**src/rtl/vec_best_match.sv**
```systemverilog
// vec_best_match: consumes the VecMatch distance stream, tracks the minimum
// distance and its library index per image vector, emits one result record
// per image vector with a norm-relative hit flag, and flags the end of a run.

`ifndef CFG_IMG_VEC_NUM
`define CFG_IMG_VEC_NUM 2
`endif
`ifndef CFG_LIB_VEC_NUM
`define CFG_LIB_VEC_NUM 4
`endif
`ifndef CFG_VEC_WIDTH
`define CFG_VEC_WIDTH 16
`endif

module vec_best_match #(
    parameter int IMG_VEC_N = `CFG_IMG_VEC_NUM,
    parameter int LIB_VEC_N = `CFG_LIB_VEC_NUM,
    parameter int VEC_WIDTH = `CFG_VEC_WIDTH,
    parameter int THR_NUM   = 1,
    parameter int THR_SHIFT = 2,
    localparam int DIST_W   = $clog2(VEC_WIDTH + 1),
    localparam int IMG_IW   = (IMG_VEC_N > 1) ? $clog2(IMG_VEC_N) : 1,
    localparam int LIB_IW   = (LIB_VEC_N > 1) ? $clog2(LIB_VEC_N) : 1
) (
    input  logic              clk,
    input  logic              rst,
    input  logic              start,
    input  logic              in_valid,
    output logic              in_ready,
    input  logic [DIST_W-1:0] in_data,
    input  logic [DIST_W-1:0] in_norm,
    input  logic              in_inner_done,
    input  logic              in_outer_done,
    output logic              res_valid,
    input  logic              res_ready,
    output logic [IMG_IW-1:0] res_img_idx,
    output logic [LIB_IW-1:0] res_lib_idx,
    output logic [DIST_W-1:0] res_dist,
    output logic              res_hit,
    output logic              all_done,
    output logic              err
);

    // Hit compare width: DIST_W plus room for up to 8 bits of shift or an
    // 8-bit numerator, so neither side can wrap.
    localparam int HW = DIST_W + 8;
    localparam logic [IMG_IW-1:0] IMG_LAST = IMG_IW'(IMG_VEC_N - 1);
    localparam logic [LIB_IW-1:0] LIB_LAST = LIB_IW'(LIB_VEC_N - 1);

    typedef enum logic [1:0] {
        S_IDLE,
        S_ACCUM,
        S_EMIT,
        S_DONE
    } state_t;

    state_t            state_q;
    logic [IMG_IW-1:0] img_cnt_q;
    logic [LIB_IW-1:0] lib_cnt_q;
    logic [DIST_W-1:0] best_dist_q;
    logic [LIB_IW-1:0] best_idx_q;
    logic              last_img_q;
    logic              in_ready_q;
    logic              res_valid_q;
    logic [IMG_IW-1:0] res_img_idx_q;
    logic [LIB_IW-1:0] res_lib_idx_q;
    logic [DIST_W-1:0] res_dist_q;
    logic              res_hit_q;
    logic              all_done_q;
    logic              err_q;

    logic              beat;
    logic              take;
    logic              lib_last;
    logic              img_last;
    logic              end_d;
    logic              err_d;
    logic [DIST_W-1:0] best_dist_d;
    logic [LIB_IW-1:0] best_idx_d;
    logic [HW-1:0]     hit_lhs;
    logic [HW-1:0]     hit_rhs;
    logic              hit_d;

    // Running-minimum update, end/error detection and hit compare for the current beat.
    always_comb begin
        beat        = in_valid & in_ready_q;
        lib_last    = (lib_cnt_q == LIB_LAST);
        img_last    = (img_cnt_q == IMG_LAST);
        take        = (lib_cnt_q == '0) | (in_data < best_dist_q);
        best_dist_d = take ? in_data   : best_dist_q;
        best_idx_d  = take ? lib_cnt_q : best_idx_q;
        end_d       = in_inner_done | in_outer_done | lib_last;
        // Forced end, early end, misplaced outer end, outer end without inner end.
        err_d       = (lib_last & ~in_inner_done)
                    | (in_inner_done & ~lib_last)
                    | (in_outer_done & ~img_last)
                    | (in_outer_done & ~in_inner_done);
        hit_lhs     = HW'(best_dist_d) << THR_SHIFT;
        hit_rhs     = HW'(in_norm) * HW'(THR_NUM);
        hit_d       = (hit_lhs <= hit_rhs);
    end

    // Control FSM with all outputs registered.
    always_ff @(posedge clk or posedge rst) begin
        if (rst) begin
            state_q       <= S_IDLE;
            img_cnt_q     <= '0;
            lib_cnt_q     <= '0;
            best_dist_q   <= '0;
            best_idx_q    <= '0;
            last_img_q    <= 1'b0;
            in_ready_q    <= 1'b0;
            res_valid_q   <= 1'b0;
            res_img_idx_q <= '0;
            res_lib_idx_q <= '0;
            res_dist_q    <= '0;
            res_hit_q     <= 1'b0;
            all_done_q    <= 1'b0;
            err_q         <= 1'b0;
        end else begin
            case (state_q)
                S_IDLE, S_DONE: begin
                    if (start) begin
                        state_q    <= S_ACCUM;
                        in_ready_q <= 1'b1;
                        img_cnt_q  <= '0;
                        lib_cnt_q  <= '0;
                        last_img_q <= 1'b0;
                        err_q      <= 1'b0;
                        all_done_q <= 1'b0;
                    end
                end
                S_ACCUM: begin
                    if (beat) begin
                        best_dist_q <= best_dist_d;
                        best_idx_q  <= best_idx_d;
                        lib_cnt_q   <= lib_cnt_q + 1'b1;
                        if (err_d) begin
                            err_q <= 1'b1;
                        end
                        if (end_d) begin
                            state_q       <= S_EMIT;
                            in_ready_q    <= 1'b0;
                            res_valid_q   <= 1'b1;
                            res_img_idx_q <= img_cnt_q;
                            res_lib_idx_q <= best_idx_d;
                            res_dist_q    <= best_dist_d;
                            res_hit_q     <= hit_d;
                            last_img_q    <= in_outer_done | img_last;
                        end
                    end
                end
                S_EMIT: begin
                    if (res_ready) begin
                        res_valid_q <= 1'b0;
                        lib_cnt_q   <= '0;
                        if (last_img_q) begin
                            state_q    <= S_DONE;
                            all_done_q <= 1'b1;
                        end else begin
                            state_q    <= S_ACCUM;
                            in_ready_q <= 1'b1;
                            img_cnt_q  <= img_cnt_q + 1'b1;
                        end
                    end
                end
                default: state_q <= S_IDLE;
            endcase
        end
    end

    assign in_ready    = in_ready_q;
    assign res_valid   = res_valid_q;
    assign res_img_idx = res_img_idx_q;
    assign res_lib_idx = res_lib_idx_q;
    assign res_dist    = res_dist_q;
    assign res_hit     = res_hit_q;
    assign all_done    = all_done_q;
    assign err         = err_q;

endmodule
```
**config.mk**
```make
export PLATFORM = sky130hd
export DESIGN_NAME = vec_best_match
export DESIGN_NICKNAME = d
export VERILOG_FILES = /design/src/rtl/vec_best_match.sv
export SDC_FILE = /design/constraint.sdc
export NUM_CORES = 1
export LEC_CHECK = 0
export CAP_MARGIN = 10
export CORE_UTILIZATION = 25
export DETAILED_ROUTE_END_ITERATION = 10
export GPL_TIMING_DRIVEN = 0
export SLEW_MARGIN = 10
export SYNTH_ARGS = -nofsm -noshare
export SYNTH_HDL_FRONTEND = slang
export SYNTH_SLANG_ARGS = --single-unit
```
**constraint.sdc**
```tcl
create_clock -name clk -period 2.58 [get_ports clk]
set_input_delay 0.516 -clock clk [delete_from_list [all_inputs] [get_ports clk]]
set_output_delay 0.516 -clock clk [all_outputs]
set_load 0.1 [all_outputs]
```
== Yosys cells after proc, flatten, opt, wreduce, memory -nomap -nowiden ==
Cells that the tools add are included.

* Register bits after elaboration: 26
* Word-level logic and storage cells: 95
* Input bits: 17

* Eq/ne operators: 11
* Reduce and logical (&&, ||, !) cells: 16
* Magnitude comparators: 2
* Multiplexer cells: 35
* Bitwise operators: 15
* Add/subtract/negate cells: 2

{| class="wikitable"
|+ Operator list
! operator !! number
|-
| $reduce_and A4 Y1 || 6
|-
| $mux W2 || 9
|-
| $mux W1 || 17
|-
| $ne A2 B2 Y1 const B || 7
|-
| $pmux W2 S3 || 2
|-
| $pmux W1 S2 || 5
|-
| $le A7 B5 Y1 || 1
|-
| $or A1 B1 Y1 || 7
|-
| $eq A2 B2 Y1 const B || 3
|-
| $reduce_and A3 Y1 || 2
|-
| $reduce_bool A2 Y1 || 3
|-
| $and A1 B1 Y1 || 5
|-
| $lt A5 B5 Y1 || 1
|-
| $mux W5 || 1
|-
| $reduce_and A5 Y1 || 1
|-
| $logic_not A2 Y1 || 2
|-
| $not A1 Y1 || 3
|-
| $pmux W1 S3 || 1
|-
| $add A2 B1 Y2 const B || 1
|-
| $eq A2 B1 Y1 const B || 1
|-
| $reduce_and A2 Y1 || 1
|-
| $reduce_or A2 Y1 || 1
|-
| $add A1 B1 Y1 const B || 1
|}

== Logic depth before layout (Yosys ltp) ==
* Word-level depth: 9
* Depth in mapped cells: 12
* Depth with buffers taken out: 11

== Worst setup path after synthesis ==
No wires, ideal clock.

* Kind: input to register
* Start point: in in_data[2]
* End point: reg res_hit_q, in the netlist res_hit
* Required time: 2485 ps
* Path buffers: 1
* Data arrival time: 2397 ps
* Cell stages on the path: 11
* Path slack: 87 ps
* Path through: ha_1 > a21oi_1 > o21ai_1 > a21oi_1 > buf_6 > mux2_4 > ha_1 > a21o_1 > a21oi_1 > a21oi_1 > o31ai_1

* Word-level cells in the longest chain between the ends: 4

{| class="wikitable"
|+ RTL lines
! what !! RTL line !! source
|-
| from (decl) || 30 || <nowiki>input logic [DIST_W-1:0] in_data,</nowiki>
|-
| $lt A5 B5 Y1 || 89 || <nowiki>take = (lib_cnt_q == '0) | (in_data < best_dist_q);</nowiki>
|-
| $or A1 B1 Y1 || 89 ||
|-
| $mux W5 || 90 || <nowiki>best_dist_d = take ? in_data : best_dist_q;</nowiki>
|-
| net best_dist_d[1] || 78 || <nowiki>logic [DIST_W-1:0] best_dist_d;</nowiki>
|-
| $le A7 B5 Y1 || 100 || <nowiki>hit_d = (hit_lhs <= hit_rhs);</nowiki>
|-
| to (signal assigned) || 148 || <nowiki>res_hit_q <= hit_d;</nowiki>
|-
| to (decl) || 68 || <nowiki>logic res_hit_q;</nowiki>
|}

The timed path passes the listed nets, and every way through them passes these cells.
A chain may end at the register's enable or synchronous reset.

== Worst setup path in the final report ==
* Start point: in in_data[4]
* End point: reg res_hit_q, in the netlist res_hit

The elaborated chain is that of the path after synthesis.

==> results.cfg <==
[cells_and_area]
area_delta_synth_final_pct = 32.9
stdcell_area_mm2 = 0.00198
layoutNonFillerInstCount = 255
top_library_cells_by_usage_in_the_layout_fill_and_taps_aside = 26 x dfrtp_1, 25 x clkdlybuf4s50_1, 18 x nand2_1, 14 x inv_1
diodes = 0
layout.cells.most_common = dfrtp_1
finish.net_count = 213
layout-drive-gt1-share = 0.175

[synth]
multiplexer_share_of_the_synthesized_area = 0.155
synth-seq-cells = 26
synth-adder-area-share = 0.101
avgSynthCellArea_um2 = 10.1
netlist-cell-type-count = 30
synth_cells = 147
synthesis.nets = 176
synth-compound-area-share = 0.130
post_synth_and_or_nand_nor_area_fraction = 0.119
synth-xor-area-share = 0.00589
synth_sequential_area_ratio = 0.438
mappedNetlistArea_mm2 = 0.00149
synth-warning-count = 0
largest_family_of_logic_cells_by_synthesized_area = multiplexers

[clocking]
maximum_clock_insertion_buffer_count = 2
worst_skew_pair.late_latency_ns = 0.27
cts_tree = yes
tritoncts.num_buffers = 3
clock-sinks = 26
clk_root_buffer_cell = clkbuf_8
clk_pin_slew_worst_paths_ns = 0.09
cts_max_level = 1

[route]
detailedRoute.firstIterationViolations = 24
via_count = 1132
post_drt_wl_per_cell_um = 12.0
detail-route-antenna-nets = 0
drt_first_pass_iters = 4
drcViolationCount = 0
routed_wirelength_um = 3070
routed_via_density = 4.44

[global_route]
grt_pass1_vias = 1197
grtUsageTotal = 0.108
pin_count_of_the_biggest_net_entering_global_routing = 27
grt_remaining_overflow = 0
grt_first_pass_wirelength_um = 5370
grt_antenna_before_repair = 0

[power_and_ir_drop]
sw_frac_of_total = 0.215
power.leakage_nw = 0.907
power.share.combinational = 0.088
p_int_uw = 579
ir_drop_mv = 0.190
pwr-share-seq = 0.552
power.net_switching_uw = 158
power.density_mw_per_mm2 = 373
power.clock.fraction = 0.359

[die]
floorplan_die_height_um = 79.1
core_area_mm2 = 0.00561
initial_core_util = 0.265
floorplan.io_pins = 30
rows = 27
die_area_mm2 = 0.00626
die-width_um = 79.1

[placed_design]
preCtsSetupSlack_ns = -0.604
routabilityCongestion = 0.756
dp.cells = 248
io_buffers = 29
place_area_mm2 = 0.00187
detailedPlacementHpwl_um = 2280

[timing]
max-slew-margin-rel = 0.331
grt_setup_unrepaired = false
postLayoutSetupSlackWorst_ns = 0.112
finClkSkew_ns = 0.00642
finalSetupViolations = 0
final_period_minus_worst_setup_slack_ns = 2.47
worst-slew-pin-transition_ns = 1.00
maximum_clock_frequency_mhz = 405
final-hold-violation-count = 0
finalSetupTns_ns = 0
timing.final.max_slew_violations = 0
min_period_over_period = 0.956

[flow_run]
max_cap_viol_count = 0

[worst_setup_path]
critical_path_capture_point_type = flip-flop
cp_data_required_time_ns = 2.77
timing_worst_setup_path_type = input port to flip-flop
critical_path_arrival_ns = 2.65
start_kind = input port
worst-path-max-fanout = 4

[status]
run_status = completed

[hold_path]
holdCritPathClass = flip-flop to flip-flop
## timing repair
action	4_1_cts	5_1_grt
pin swaps	2	2
hold buffers	0	0
buffers inserted	1	2
gates resized for setup	5	4
endpoints found under the setup margin	1	1
## state kept, by name, summed over array words and instances (netlist names)
register / flops
err: 1
best_dist_q: 5
img_cnt_q: 1
res_dist: 5
res_lib_idx: 2
best_idx_q: 2
last_img_q: 1
res_hit: 1
lib_cnt_q: 2
res_valid: 1
state_q: 2
in_ready: 1
all_done: 1
res_img_idx: 1
## cells in the mapped netlist
library cell	number	area [um2]
a21bo_2	1	10.0
a21o_1	1	7.51
a21oi_1	11	55.1
a22o_1	1	8.76
a311oi_1	1	8.76
a31oi_1	1	6.26
a32o_1	1	10.0
a41oi_1	1	8.76
buf_2	2	10.0
buf_6	1	11.3
dfrtp_1	26	651
ha_1	12	150
inv_1	14	52.6
inv_2	1	3.75
mux2_2	8	90.1
mux2_4	6	90.1
mux2i_1	5	50.1
nand2_1	18	67.6
nand2b_1	2	12.5
nand3_1	5	25.0
nor2_1	10	37.5
nor2b_1	2	12.5
nor3_1	3	15.0
o21ai_0	8	40.0
o21ai_1	1	5.00
o311ai_0	1	8.76
o311ai_2	1	16.3
o31ai_1	1	7.51
or2_1	1	6.26
xor2_1	1	8.76
## metrics by stage
| stage | hold slack (ns) | util | total power, mW |
|---|---|---|---|
| 2_1_floorplan | 0.480 | - | 0.443 |
| 3_3_place_gp | 0.460 | 0.333 | 0.479 |
| 3_5_place_dp | 0.471 | 0.333 | 0.479 |
| 4_1_cts | 0.492 | 0.344 | 0.747 |
| 5_1_grt | 0.517 | 0.352 | 0.775 |
| 6_report | 0.485 | 0.352 | 0.737 |
## critical path, cell delays in order
cell	delay (ns)
dlygate4sd2_1	0.31
ha_4	0.24
a21oi_2	0.12
nor2_1	0.06
a21oi_2	0.14
buf_6	0.14
mux2_4	0.30
ha_1	0.29
a21o_1	0.16
a21oi_1	0.13
a21oi_1	0.06
o31ai_1	0.18
## layer usage
metal / GRT usage / routed length, um
met1: 0.132 / 1460
met2: 0.185 / 1460
met3: 0.0287 / 128
met4: 0.0345 / 17
met5: 0 / 0
## path summary, 6_finish.rpt
check / startpoint / to / slack [ns] / depth (start not counted)
min in group asynchronous: rst / res_dist[1]$_DFFE_PP0P_ / 0.78 / 2
worst max-delay path: in_data[4] / res_hit$_DFFE_PP0P_ / 0.11 / 12
worst max register to register: best_dist_q[4]$_DFFE_PP0P_ / res_hit$_DFFE_PP0P_ / 0.16 / 12
worst min-delay path: res_hit$_DFFE_PP0P_ / res_hit$_DFFE_PP0P_ / 0.49 / 2
max in group asynchronous: rst / last_img_q$_DFFE_PP0P_ / 1.19 / 2
worst min register to register: res_hit$_DFFE_PP0P_ / res_hit$_DFFE_PP0P_ / 0.49 / 2
## final cells by class
class,count,area (um2)
plain buffers,3,21.3
repair buffers,32,308
fillers,574,3630
inverters,15,56.3
flip-flops and latches,26,651
well taps,72,90.1
multi-input cells,103,795
clock buffers,4,55.1
## logic make-up (layout without fill, tap and decap cells)
| family | after synthesis | in the layout |
|---|---|---|
| simple gates | 41 | 41 |
| compound gates | 30 | 30 |
| flops | 26 | 26 |
| mux | 19 | 19 |
| buf+inv | 18 | 54 |
| fa+ha+maj | 12 | 12 |
| xor+xnor | 1 | 1 |
## power groups by stage
stage                     Combinational (mW)  Sequential [mW]  Clock (mW)
final                                 0.0652            0.407       0.265
after global routing                  0.0743            0.407       0.293
after CTS                             0.0623            0.407       0.277
after detailed placement              0.0641            0.415           0
after global placement                0.0636            0.415           0
after floorplan                       0.0280            0.415           0
Power figures use the tool's default switching activity.
